`config.mk`:
```
export PLATFORM = sky130hd
export DESIGN_NAME = note_step_gen
export DESIGN_NICKNAME = d
export VERILOG_FILES = /design/src/rtl/note_step_gen.sv
export SDC_FILE = /design/constraint.sdc
export NUM_CORES = 1
export LEC_CHECK = 0
export ABC_AREA = 0
export CAP_MARGIN = 20
export CORE_ASPECT_RATIO = 1.2
export CORE_MARGIN = 5
export CORE_UTILIZATION = 33
export CTS_CLUSTER_SIZE = 40
export DETAILED_ROUTE_END_ITERATION = 10
export DONT_BUFFER_PORTS = 1
export HOLD_SLACK_MARGIN = 0.03
export RECOVER_POWER = 25
export SYNTH_ARGS = -nofsm -noshare
export SYNTH_HDL_FRONTEND = slang
export SYNTH_SLANG_ARGS = --single-unit
```
`constraint.sdc`:
```
create_clock -name clk -period 2.7 [get_ports clk]
set_clock_uncertainty 0.2 [all_clocks]
set_input_delay 0.675 -clock clk [delete_from_list [all_inputs] [get_ports clk]]
set_output_delay 0.675 -clock clk [all_outputs]
set_load 0.01 [all_outputs]
```
`src/rtl/note_step_gen.sv`:
```
// rtl/note_step_gen.sv - MIDI note to per-voice NCO phase-step generator (sequential /12, octave shift)
// Optional per-voice glide slew toward the new target when GLIDE_EN is defined.
module note_step_gen #(
    parameter int VOICES      = 4,
    parameter int STEP_W      = 32,
    parameter int MAX_NOTE    = 88,
    parameter int GLIDE_SHIFT = 4,
    parameter int VIDX_W      = (VOICES > 1) ? $clog2(VOICES) : 1
) (
    input  logic                     clk,
    input  logic                     rst_n,
    input  logic                     req_valid_i,
    output logic                     req_ready_o,
    input  logic [VIDX_W-1:0]        req_voice_i,
    input  logic [6:0]               req_note_i,
    input  logic                     glide_tick_i,
    output logic [VOICES*STEP_W-1:0] step_o,
    output logic                     upd_valid_o,
    output logic [VIDX_W-1:0]        upd_voice_o
);
    typedef enum logic [2:0] {IDLE, DIV, LOOK, SHIFT, WRITE} state_t;

    localparam logic [6:0]      MAX_N = 7'(MAX_NOTE);
    localparam logic [VIDX_W:0] NUM_V = (VIDX_W+1)'(VOICES);

    state_t            state;
    logic [VIDX_W-1:0] voice;
    logic [6:0]        rem;
    logic [2:0]        oct;
    logic [23:0]       base;
    logic [STEP_W-1:0] result;
    logic [STEP_W-1:0] target [VOICES];
    logic              wr_en;

    // Steps for the top octave (notes 84..95); lower octaves are right shifts of these.
    function automatic logic [23:0] top_octave(input logic [3:0] semi);
        case (semi)
            4'd0:    return 24'd4756588;
            4'd1:    return 24'd5039428;
            4'd2:    return 24'd5339088;
            4'd3:    return 24'd5656566;
            4'd4:    return 24'd5992924;
            4'd5:    return 24'd6349282;
            4'd6:    return 24'd6726830;
            4'd7:    return 24'd7126828;
            4'd8:    return 24'd7550610;
            4'd9:    return 24'd7999594;
            4'd10:   return 24'd8475274;
            default: return 24'd8979240;
        endcase
    endfunction

    assign req_ready_o = (state == IDLE);
    assign wr_en       = (state == WRITE) && ({1'b0, voice} < NUM_V);

    always_ff @(posedge clk or negedge rst_n) begin
        if (!rst_n) begin
            state       <= IDLE;
            voice       <= '0;
            rem         <= '0;
            oct         <= '0;
            base        <= '0;
            result      <= '0;
            upd_valid_o <= 1'b0;
            upd_voice_o <= '0;
        end else begin
            upd_valid_o <= 1'b0;
            case (state)
                IDLE: begin
                    if (req_valid_i) begin
                        voice <= req_voice_i;
                        if (req_note_i == 7'd0 || req_note_i > MAX_N) begin
                            result <= '0;
                            state  <= WRITE;
                        end else begin
                            rem   <= req_note_i;
                            oct   <= '0;
                            state <= DIV;
                        end
                    end
                end
                DIV: begin
                    if (rem >= 7'd12) begin
                        rem <= rem - 7'd12;
                        oct <= oct + 3'd1;
                    end else begin
                        state <= LOOK;
                    end
                end
                LOOK: begin
                    base  <= top_octave(rem[3:0]);
                    state <= SHIFT;
                end
                SHIFT: begin
                    result <= STEP_W'(base >> (3'd7 - oct));
                    state  <= WRITE;
                end
                WRITE: begin
                    if (wr_en) begin
                        upd_valid_o <= 1'b1;
                        upd_voice_o <= voice;
                    end
                    state <= IDLE;
                end
                default: state <= IDLE;
            endcase
        end
    end

    always_ff @(posedge clk or negedge rst_n) begin
        if (!rst_n) begin
            for (int v = 0; v < VOICES; v++) target[v] <= '0;
        end else if (wr_en) begin
            for (int v = 0; v < VOICES; v++) begin
                if (voice == VIDX_W'(v)) target[v] <= result;
            end
        end
    end

`ifdef GLIDE_EN
    localparam logic signed [STEP_W:0] SNAP = $signed((STEP_W+1)'(1) << GLIDE_SHIFT);

    logic [STEP_W-1:0]        current [VOICES];
    logic signed [STEP_W:0]   diff    [VOICES];
    logic [STEP_W-1:0]        slewed  [VOICES];

    // Within one slew quantum of the target we snap, so convergence is exact.
    always_comb begin
        for (int v = 0; v < VOICES; v++) begin
            diff[v] = $signed({1'b0, target[v]}) - $signed({1'b0, current[v]});
            if (diff[v] < SNAP && diff[v] > -SNAP) slewed[v] = target[v];
            else slewed[v] = current[v] + STEP_W'(diff[v] >>> GLIDE_SHIFT);
        end
    end

    always_ff @(posedge clk or negedge rst_n) begin
        if (!rst_n) begin
            for (int v = 0; v < VOICES; v++) current[v] <= '0;
        end else begin
            for (int v = 0; v < VOICES; v++) begin
                if (wr_en && voice == VIDX_W'(v) && (result == '0 || current[v] == '0))
                    current[v] <= result;
                else if (glide_tick_i)
                    current[v] <= slewed[v];
            end
        end
    end

    for (genvar g = 0; g < VOICES; g++) begin : g_step
        assign step_o[g*STEP_W +: STEP_W] = current[g];
    end
`else
    logic [1:0] unused_cfg;
    assign unused_cfg = {glide_tick_i, 1'(GLIDE_SHIFT)};

    for (genvar g = 0; g < VOICES; g++) begin : g_step
        assign step_o[g*STEP_W +: STEP_W] = target[g];
    end
`endif
endmodule

```
=== After elaboration in Yosys (flattened, before gate mapping) ===
Memory sizes are Yosys's and may differ from the RTL's. A register that Yosys moved wholly into a read port is not among the register bits.
Cells that the tools add are included.

* Shifts and indexed selects: 1
* Order comparisons: 2
* Reductions and logical operators: 15
* Mux-type cells: 16
* Add/sub/neg operators: 3
* Equality and inequality tests: 12

{| class="wikitable"
|+ Operators with widths
! operator !! number
|-
| two-way mux 32 bit || 2
|-
| case mux 32 bit (2 select lines) || 1
|-
| >> shifter 24 x 3 -> 32 bit || 1
|-
| two-way mux 7 bit || 3
|-
| two-way mux 3 bit || 6
|-
| case mux 7 bit (2 select lines) || 1
|-
| case mux 3 bit (4 select lines) || 1
|-
| AND reduction 2 bit || 6
|-
| inequality test 2 bit, second input constant || 4
|-
| >= comparator 7 x 4 -> 1 bit, second input constant || 1
|-
| > comparator 7 bit, second input constant || 1
|-
| zero test 7 bit || 1
|-
| subtractor 7 x 4 -> 7 bit, second input constant || 1
|-
| equality test 3 x 2 -> 1 bit, second input constant || 2
|-
| case mux 3 bit (2 select lines) || 1
|-
| equality test 2 bit, second input constant || 2
|-
| AND reduction 4 bit || 1
|-
| nonzero test 2 bit || 2
|-
| adder 3 x 1 -> 3 bit, second input constant || 1
|-
| equality test 3 x 1 -> 1 bit, second input constant || 1
|-
| equality test 3 bit, second input constant || 1
|-
| zero test 3 bit || 1
|-
| AND reduction 3 bit || 1
|-
| subtractor 3 bit, first input constant || 1
|-
| 6 further kinds || 6
|}

* Register bits: 202
* Memory bits (read-only): 368
* Input port bits: 13
* Memories: 1
* Output and inout bits: 132
* Word-level logic and storage cells: 62

{| class="wikitable"
|+ Memory list
! name !! depth !! bits a word !! read ports !! clocked after memory_dff !! wr ports !! line !! RTL
|-
| (name not given) || 16 || 23 || 1 || 1 || 0 || 37 || <nowiki>case (semi)</nowiki>
|}

=== Logic depth before layout (Yosys ltp) ===
* Depth in word-level cells: 5
* Mapped depth: 8
* Gate-level depth less buffers: 6

=== Least setup slack after synthesis ===
Ideal clock, no wire load.

* Path type: input-to-reg
* Start: input req_note_i[3]
* End: register result[4]
* Setup time: 0.130 ns
* Path buffers: 1
* Cell stages on the path: 6
* Path slack: 0.451 ns
* Arrival: 1.919 ns
* Data required time: 2.370 ns
* Cell sequence: or4_1 > mux2i_1 > nor2_1 > o21a_4 > buf_6 > o2bb2ai_1

* Cells in the longest elaborated chain, start to end: 4
* Elaborated cells between the ends (all ways): 5
* Those cells by class: 1 x order compare; 1 x eq/ne; 3 x reduce/logical

{| class="wikitable"
|+ RTL lines
! what !! line !! RTL
|-
| start, declared || 15 || <nowiki>input logic [6:0] req_note_i,</nowiki>
|-
| > comparator 7 bit / zero test 7 bit (equally long branches) || 72 || <nowiki>if (req_note_i == 7'd0 || req_note_i > MAX_N) begin</nowiki>
|-
| logical OR 1 bit (*) || 72 ||
|-
| inequality test 2 x 1 -> 1 bit (no line) (*) || - ||
|-
| AND reduction 3 bit (no line) (*) || - ||
|-
| end signal, assigned || 95 || <nowiki>result <= STEP_W'(base >> (3'd7 - oct));</nowiki>
|-
| end, declared || 31 || <nowiki>logic [STEP_W-1:0] result;</nowiki>
|}

Every way passes the cells marked *; elsewhere a longest branch is shown, timed or not.
A chain may end at the register's enable or synchronous reset.

=== Worst setup path after layout ===
* Start: register state[1]
* End: register target, in the netlist step_o[103]

* Cells in the longest elaborated chain, start to end: 2

{| class="wikitable"
|+ RTL lines
! what !! line !! RTL
|-
| start, declared || 26 || <nowiki>state_t state;</nowiki>
|-
| start signal, assigned || 58 || <nowiki>state <= IDLE;</nowiki>
|-
| start signal, assigned || 74 || <nowiki>state <= WRITE;</nowiki>
|-
| start signal, assigned || 78 || <nowiki>state <= DIV;</nowiki>
|-
| equality test 3 bit || 54 || <nowiki>assign wr_en = (state == WRITE) && ({1'b0, voice} < NUM_V);</nowiki>
|-
| named net wr_en || 33 || <nowiki>logic wr_en;</nowiki>
|-
| AND reduction 2 bit (no line) || - ||
|-
| end signal, assigned by index || 115 || <nowiki>if (voice == VIDX_W'(v)) target[v] <= result;</nowiki>
|-
| end, declared || 32 || <nowiki>logic [STEP_W-1:0] target [VOICES];</nowiki>
|}

The timed path passes the listed nets, and every way through them passes these cells.

==> results_dict.tcl <==
set metrics [dict create \
    antenna_found_initial 0 \
    insertion_delay_ns 0.43 \
    setup_slack_ns 0.317 \
    tightest_slew_ns 0.726 \
    crit_end "step_o[103]" \
    worstSetupPathType "reg -> reg" \
    max_slew_margin_pct 51.5 \
    start_util_pct 33.7 \
    syn_to_final_growth_pct 10.2 \
    stdcell_count 893 \
    drt_wl_total_mm 16.4 \
    place_area_um2 7730 \
    maxSlewViolCount 0 \
    rsz0062_at_grt "no" \
    coreArea_um2 22500 \
    avgSynthCellArea_um2 12.4 \
    placed_cells 861 \
    cts_root_buf "clkbuf_16" \
    cts_tree "done" \
    fin_area_um2 8370 \
    vias 4656 \
    finalHoldViolations 161 \
    cts-buffers-inserted 17 \
    violations "negative hold slack" \
    dpl.hpwl_mm 11.6 \
    rows 60 \
    ctsLongestPathBuffers 2 \
    arrival_ns 2.48 \
    gp_congestion 0.851 \
    power_mw 10.3 \
    crit_start "state[1]" \
    grt_pass1_vias 4728 \
    fill_cells 2161 \
    setup_viol 0 \
    seq_area_frac_synth_pct 53.1 \
    die_area_um2 26200 \
    dp_slack_ns 0.270 \
    p_seq_share_pct 42.9 \
    cap_violations 0 \
    final_common_cell "dfrtp_1" \
    yosysWarnings 0 \
    synth-edff-count 0 \
    critPathLaunchType "register" \
    pwr-share-clk_pct 25.4 \
    grt_start_max_net_pins 162 \
    cts_sinks 161 \
    cts.clk_slew.worst_paths_ns 0.06 \
    r2r-end "step_o[103]" \
    synthCells 610 \
    post_cts_buffers 0 \
    switching_share_pct 37.2 \
    fin_nets 622 \
    final_util_pct 37.2 \
    worstPathRequired_ns 2.80 \
    routedWlPerCell_um 18.4 \
    ctsResizeCount 0 \
    grt_pass1_wl_mm 26.5 \
    remaining_drc_errors 0 \
    pin_count 145 \
    ys_types 50 \
    power_switching_mw 3.82 \
    powerDensity_nw_per_um2 1220 \
    chipWidth_um 148 \
    htreeDepth 4 \
    fin_setup_tns_ns 0 \
    period_needed_ns 2.38 \
    fp.dieH_um 176 \
    setup.reg_to_reg.worst_slack_ns 0.32 \
    netlist_area_um2 7590 \
    grt_use_total_pct 12.7 \
    final_layout_size_suffix_gt1_share_pct 26.4 \
    ys_ff_latch 161 \
    holdWs_ns -0.237 \
    final_cell_mix "dfrtp_1, mux2_2, nand2_1, mux2i_1, conb_1" \
    ff2ff_path_depth 5 \
    detail_route.first_pass.iterations 4 \
    n_antenna_cell 0 \
    crit_path_end_kind "register" \
    drt_iter0_drc 214 \
    cellLeakagePower_nw 3.98 \
    power.internal_mw 6.44 \
    synth-main-ff-cell "dfrtp_1" \
    async_reset_ff_share_pct 100 \
    crit_path_max_fanout 24 \
    crit-reg2reg-launch "state[1]" \
    fin_crit_sh_pct 88.3 \
    grt-ovfl-total 0 \
    hold_class "in -> async" \
    status "finished, violations left" \
    vias_per_cell 5.21 \
    max_freq_mhz 420 \
    peakVddDrop_v 0.000372 \
    io_buffer_count 0 \
    ant_nets 0 \
    comb_power_share_pct 31.7 \
]
==> power groups by stage <==
stage               combinational, mW  sequential, mW  clock (mW)
floorplan                        2.75            4.09           0
global placement                 3.18            4.42           0
detailed placement               3.27            4.47           0
CTS                              3.28            4.43        2.67
global route                     3.62            4.54        2.78
finish                           3.25            4.40        2.61
==> registers in the layout, summed over array words and instances (netlist names) <==
register	cells
oct	3
step_o	96
upd_valid_o	1
state	3
base	23
result	24
rem	7
upd_voice_o	2
voice	2
==> routing by layer <==
metal,wire (µm),up-vias,GRT usage (%)
met5,0,-,0
met4,236,0,4.66
met3,1020,15,3.72
met2,8310,139,21.3
met1,6850,2391,15.6
li1,-,2111,-
==> worst max-delay path: stages, from the launching register on <==
cell and delay [ns]:
dfrtp_1 0.48, nor2_1 0.17, nand2_1 0.17, inv_2 0.13
nand3_2 0.57, mux2_2 0.51
==> cells by family after synthesis <==
kind of cell,after synthesis,synth area share (%)
flops,161,53.1
other cells,1,0.0494
fa+ha+maj,8,1.32
simple gates,99,6.26
mux,146,22.5
buf+inv,80,6.46
compound gates,115,10.3
==> cells in the mapped netlist (6+ instances only) <==
master	count	area share, %
clkbuf_1	15	0.74
buf_6	6	0.89
mux2i_1	36	4.7
a21oi_1	24	1.6
buf_2	11	0.72
dfrtp_1	161	53
o21ai_0	29	1.9
a21o_1	6	0.59
o2bb2ai_1	20	2.3
mux4_2	10	3.0
inv_1	9	0.44
a211oi_1	8	0.79
mux2_2	99	15
buf_4	35	3.5
nand3_1	6	0.40
ha_1	8	1.3
nand2_1	48	2.4
nor3_1	6	0.40
nor2_1	17	0.84
==> worst min-delay path by stage <==
stage	startpoint	end	slack, ns	cells past startpoint
after floorplan	rst_n	base[10]	0.18	0
after global placement	rst_n	step_o[6]	0.19	0
after detailed placement	rst_n	step_o[6]	0.19	0
after CTS	rst_n	step_o[7]	-0.27	0
after global routing	rst_n	step_o[6]	-0.27	0
final	rst_n	step_o[6]	-0.24	0
==> cell type report <==
| type | instances | area [µm²] | area share, % |
|---|---|---|---|
| flip-flops and latches | 161 | 4030 | 48.1 |
| clock inverters | 14 | 214 | 2.56 |
| clock buffers | 18 | 429 | 5.13 |
| repair buffers | 10 | 113 | 1.35 |
| inverters | 11 | 41.3 | 0.493 |
| multi-input cells | 400 | 3200 | 38.2 |
| well taps | 279 | 349 | 4.17 |
Note: power is estimated with default switching activity, not from simulation.
